--- src/rtl/ws2812_decoder.sv ---
// WS2812 single-wire receiver: measures high-pulse widths, assembles MSB-first
// bytes and reports end-of-frame on the reset gap, with one-cycle strobes.
module ws2812_decoder #(
  parameter int BYTE_CNT_W = 16
) (
  input  logic                  clk_in,
  input  logic                  rst_n_in,
  input  logic                  ws2812_data_in,
  input  logic [7:0]            thr_cnt_in,
  input  logic [15:0]           rst_cnt_in,
  output logic                  byte_rdy_out,
  output logic [7:0]            byte_data_out,
  output logic                  frame_rdy_out,
  output logic [BYTE_CNT_W-1:0] byte_cnt_out,
  output logic                  err_out
);

  typedef enum logic [1:0] {SYNC, IDLE, HIGH, LOW} state_t;

  localparam logic [BYTE_CNT_W-1:0] BC_ONE = BYTE_CNT_W'(1);

  function automatic logic [7:0] sat_inc8(input logic [7:0] v);
    return (v == 8'hFF) ? v : v + 8'd1;
  endfunction

  function automatic logic [15:0] sat_inc16(input logic [15:0] v);
    return (v == 16'hFFFF) ? v : v + 16'd1;
  endfunction

  function automatic logic [BYTE_CNT_W-1:0] sat_inc_bc(input logic [BYTE_CNT_W-1:0] v);
    return (v == '1) ? v : v + BC_ONE;
  endfunction

  state_t                  state, state_nxt;
  logic                    s1, s2, sp;
  logic                    rise, fall;
  logic [7:0]              hi_cnt;
  logic [15:0]             lo_cnt;
  logic [2:0]              bit_cnt;
  logic [7:0]              sr;
  logic [BYTE_CNT_W-1:0]   byte_cnt;
  logic                    bit_val;
  logic                    shift_en, byte_done, frame_done, frame_err, hi_err, cnt_clr;

  assign rise    = s2 & ~sp;
  assign fall    = ~s2 & sp;
  assign bit_val = (hi_cnt > thr_cnt_in);

  always_comb begin
    state_nxt  = state;
    shift_en   = 1'b0;
    frame_done = 1'b0;
    hi_err     = 1'b0;
    cnt_clr    = 1'b0;
    case (state)
      SYNC: begin
        // Only a full reset gap proves we are on a frame boundary.
        if (lo_cnt == rst_cnt_in) state_nxt = IDLE;
      end
      IDLE: begin
        cnt_clr = 1'b1;
        if (rise) state_nxt = HIGH;
      end
      HIGH: begin
        if (fall) begin
          shift_en  = 1'b1;
          state_nxt = LOW;
        end else if (s2 && (hi_cnt == 8'hFF)) begin
          hi_err    = 1'b1;
          state_nxt = SYNC;
        end
      end
      LOW: begin
        if (rise) begin
          state_nxt = HIGH;
        end else if (lo_cnt == rst_cnt_in) begin
          frame_done = 1'b1;
          state_nxt  = IDLE;
        end
      end
      default: state_nxt = SYNC;
    endcase
  end

  assign byte_done = shift_en && (bit_cnt == 3'd7);
  assign frame_err = frame_done && (bit_cnt != 3'd0);

  always_ff @(posedge clk_in) begin
    if (!rst_n_in) begin
      state         <= SYNC;
      s1            <= 1'b0;
      s2            <= 1'b0;
      sp            <= 1'b0;
      hi_cnt        <= 8'd0;
      lo_cnt        <= 16'd0;
      bit_cnt       <= 3'd0;
      sr            <= 8'd0;
      byte_cnt      <= '0;
      byte_rdy_out  <= 1'b0;
      byte_data_out <= 8'd0;
      frame_rdy_out <= 1'b0;
      byte_cnt_out  <= '0;
      err_out       <= 1'b0;
    end else begin
      s1    <= ws2812_data_in;
      s2    <= s1;
      sp    <= s2;
      state <= state_nxt;

      if (rise)    hi_cnt <= 8'd1;
      else if (s2) hi_cnt <= sat_inc8(hi_cnt);

      if (fall)    lo_cnt <= 16'd1;
      else if (s2) lo_cnt <= 16'd0;
      else         lo_cnt <= sat_inc16(lo_cnt);

      byte_rdy_out  <= byte_done;
      frame_rdy_out <= frame_done;
      err_out       <= hi_err | frame_err;

      // Partial bytes are dropped whenever a frame ends or is abandoned.
      if (cnt_clr) begin
        bit_cnt  <= 3'd0;
        sr       <= 8'd0;
        byte_cnt <= '0;
      end else if (hi_err || frame_done) begin
        bit_cnt <= 3'd0;
      end else if (shift_en) begin
        sr      <= {sr[6:0], bit_val};
        bit_cnt <= bit_cnt + 3'd1;
        if (byte_done) begin
          byte_data_out <= {sr[6:0], bit_val};
          byte_cnt      <= sat_inc_bc(byte_cnt);
        end
      end

      if (frame_done) byte_cnt_out <= byte_cnt;
    end
  end

endmodule
--- config.mk ---
export PLATFORM = sky130hd
export DESIGN_NAME = ws2812_decoder
export DESIGN_NICKNAME = d
export VERILOG_FILES = /design/src/rtl/ws2812_decoder.sv
export SDC_FILE = /design/constraint.sdc
export NUM_CORES = 1
export LEC_CHECK = 0
export CORE_MARGIN = 5
export CORE_UTILIZATION = 30
export DETAILED_ROUTE_END_ITERATION = 10
export SLEW_MARGIN = 20
export SYNTH_ARGS = -nofsm -noshare
export SYNTH_HDL_FRONTEND = slang
export SYNTH_SLANG_ARGS = --single-unit
--- constraint.sdc ---
create_clock -name clk_in -period 2.6 [get_ports clk_in]
set_input_delay 0.39 -clock clk_in [delete_from_list [all_inputs] [get_ports clk_in]]
set_output_delay 0.39 -clock clk_in [all_outputs]
set_load 0.01 [all_outputs]
==> impl_results.md <==
- Outcome: complete, no violations
- Vias per std cell: 4.78
- Worst r2r src: lo_cnt[7]$_SDFFE_PP0P_
- Hold depth: 1
- Post-synth EDFFs: 0
- Die width: 127 um
- DRC Markers: 0
- # IOs: 54
- Inserted Diodes: 0
- Row count: 42
- Floorplan core area: 13,300 um2
- Detailed Place HPWL: 6.43 mm
- Post-Syn Instances: 459
- Via count: 3,257
- Pwr Density: 505 nW/um2
- Asr flop ratio synth: 0%
- Cells after DPL: 666
- Iteration-0 DRC Markers: 198
- Slew @ Worst Pin: 853 ps
- Critical path's slowest cell: nor4_1
- Layout cells sized above 1: 6.53%
- Initial core utilization: 30.6%
- Max FO, Critical Path: 21
- Total Neg Setup Slack: 0 ps
- Worst r2r path cells: 6
- Remaining global-route overflow: 0
- Slew Viols, Final: 0
- Gr usage total: 11.7%
- Pin count of the biggest net entering global routing: 37
- ANT nets after route: 0
- Final Non-Filler Cells: 681
- Final min period: 2010 ps
- Leak Pwr: 1.80 nW
- Worst-Skew Late Latency: 330 ps
- Top FF cell, synth: dfxtp_1
- Final nets: 542
- Root buffer cell: clkbuf_16
- CP endpoint kind: flip-flop
- # port buffers: 53
- Hold WC Path Type: flip-flop to flip-flop
- Clock Tree Buf Depth: 2
- Synth Register Bits: 82
- Startpoint types: input pin
- HP Start: s1$_SDFF_PN0_
- Most frequent cells in the layout: nand2_1, dfxtp_1, clkdlybuf4s50_1
- Hold_ws: 431 ps
- Post-CTS Setup Inserts: 0
- WP data arrival: 2260 ps
- Num CTS Buffers: 9
- Crit-path cells: clkdlybuf4s50_1 > xor2_1 > nor4_1 > nand4_1 > nor2_2 > buf_12 > mux2i_1
- R2R Setup Slk: 610 ps
- Required @ worst endpoint: 2860 ps
- Register area: 1640 um2
- Peak supply drop: 482 uV
- Clock sinks: 82
- R2r endpoint: byte_cnt_out[4]$_SDFFE_PN0P_
- F_max: 0.498 GHz
- Endpoints failing hold: 0
- Synth unique cells: 55
- Final Skew: 7.42 ps
- WS Path Type: input pin to flip-flop
- Post-cts hold buffer count: 0
- Per-cell routed wire length: 13.1 um
- Initial antenna violation count: 0
- Final setup viols: 0
- Die Y-Extent: 127 um
- Vias in the first global route: 3,323
- Multi-input logic area: 2200 um2
- First-pass DRT Iterations: 4
- CTS H-tree lvls: 3
- Synthesized Nets: 500
- GPL Wtd Cong: 0.822
- Die area: 16,000 um2
- Synth-to-Final Area Change: 21.9%
- Post-CTS sizing: 0
- Worst path max stage delay: 430 ps
- Max_cap viols: 0
- RSZ-0062 raised after global routing: false
- Syn_area_per_cell: 8.88 um2
- Ys Warns: 0
- First-pass GRT wire length: 15.5 mm
- Sequential area share after synthesis: 40.3%
- Final WL: 8.91 mm
- CTS tree: built
- Max_slew headroom: 42.7%
- Clock transition at path regs: 60 ps
- Post-Synthesis Cell Area: 4070 um2
- Hold Crit Endpoint: s2$_SDFF_PN0_
- # fillers: 1,332
- Tcrit/Tclk final: 77.3%
## power by group
group | internal, mW | switching (mW) | total (mW) | leakage (nW)
Clock | 0.639 | 0.473 | 1.11 | 0.122
Sequential | 1.26 | 0.00838 | 1.27 | 0.661
Combinational | 0.0625 | 0.0590 | 0.121 | 1.02
## worst max path at each step
| stage | startpoint | to | slack, ps | cells after the start |
|---|---|---|---|---|
| after global placement | rst_cnt_in[9] | byte_cnt_out[13]$_SDFFE_PN0P_ | 300 | 7 |
| final | rst_cnt_in[9] | byte_cnt_out[4]$_SDFFE_PN0P_ | 590 | 7 |
| after detailed placement | rst_cnt_in[9] | byte_cnt_out[4]$_SDFFE_PN0P_ | 220 | 7 |
| after floorplan | byte_cnt[0]$_SDFFE_PP0P_ | byte_cnt[15]$_SDFFE_PP0P_ | 870 | 7 |
| after global routing | lo_cnt[7]$_SDFFE_PP0P_ | byte_cnt_out[4]$_SDFFE_PN0P_ | 470 | 6 |
| after CTS | rst_cnt_in[9] | byte_cnt_out[4]$_SDFFE_PN0P_ | 570 | 7 |
## worst max-delay path: cells and delay by family
kind | cells | cell delay [ps]
xor gates and xnor gates | 1 | 140
buffers and inverters | 2 | 610
muxes | 1 | 210
and+or+nand+nor | 3 | 900
## area by class of cell
class                      count  share of cell area (%)
multi-input combinational    331                    44.4
clock inverter                 3                   0.353
sequential                    82                    33.1
tap                          176                    4.44
timing repair buffer          58                    11.6
clock buffer                  12                    4.76
inverter                      19                    1.44
## cells by family after synthesis
logic type / Yosys count / synth area share [%]
AND/OR/NAND/NOR: 189 / 24.3
XOR/XNOR: 38 / 8.17
adder cells (fa/ha/maj): 14 / 4.30
multiplexers: 19 / 4.67
buffers and inverters: 46 / 5.65
flip-flops: 82 / 40.3
AO/OA/AOI/OAI: 71 / 12.6
## cells in the mapped netlist (2+ instances only)
master	instances	area share (%)
nor2_1	32	2.9
and3_1	5	0.77
xor2_1	21	4.5
xnor2_1	17	3.7
nand4_1	14	2.1
dfxtp_1	82	40
buf_6	5	1.4
and4_1	3	0.65
nor3b_1	5	0.92
ha_1	14	4.3
nand2_1	82	7.6
a41o_1	4	0.98
nor3_1	5	0.61
a31o_2	2	0.43
nor4_4	2	1.0
nor2b_1	2	0.31
nor4_1	6	0.92
o21ai_0	9	1.1
a211oi_1	8	1.5
nand3b_1	2	0.37
a21boi_0	8	1.5
buf_4	3	0.55
and2_1	5	0.77
a21o_1	2	0.37
nand3_1	11	1.4
a31oi_1	8	1.2
buf_2	7	0.86
inv_1	19	1.8
nand2b_1	3	0.46
and4b_1	2	0.49
a21oi_1	18	2.2
clkbuf_1	12	1.1
mux2i_1	19	4.7
## stage by stage
| stage | utilization, % | worst slack [ps] | power [mW] | area (um2) |
|---|---|---|---|---|
| 2_1_floorplan | - | 874 | 1.36 | 4070 |
| 3_3_place_gp | 35.4 | 298 | 1.42 | 4710 |
| 3_5_place_dp | 35.4 | 220 | 1.42 | 4710 |
| 4_1_cts | 37.3 | 570 | 2.56 | 4960 |
| 5_1_grt | 37.3 | 467 | 2.63 | 4960 |
| 6_report | 37.3 | 591 | 2.51 | 4960 |
## state kept, by name, indices dropped and copies added (netlist names)
name,count
sp,1
frame_rdy_out,1
s1,1
byte_cnt,16
hi_cnt,8
byte_rdy_out,1
err_out,1
sr,7
s2,1
byte_data_out,8
bit_cnt,3
state,2
byte_cnt_out,16
lo_cnt,16
## routing by layer
layer	share of wire [%]	GRT usage [%]
met1	48	14.4
met2	47	19.4
met3	4.4	4.37
met4	0.37	2.65
met5	0	0
Power figures use the tool's default switching activity.
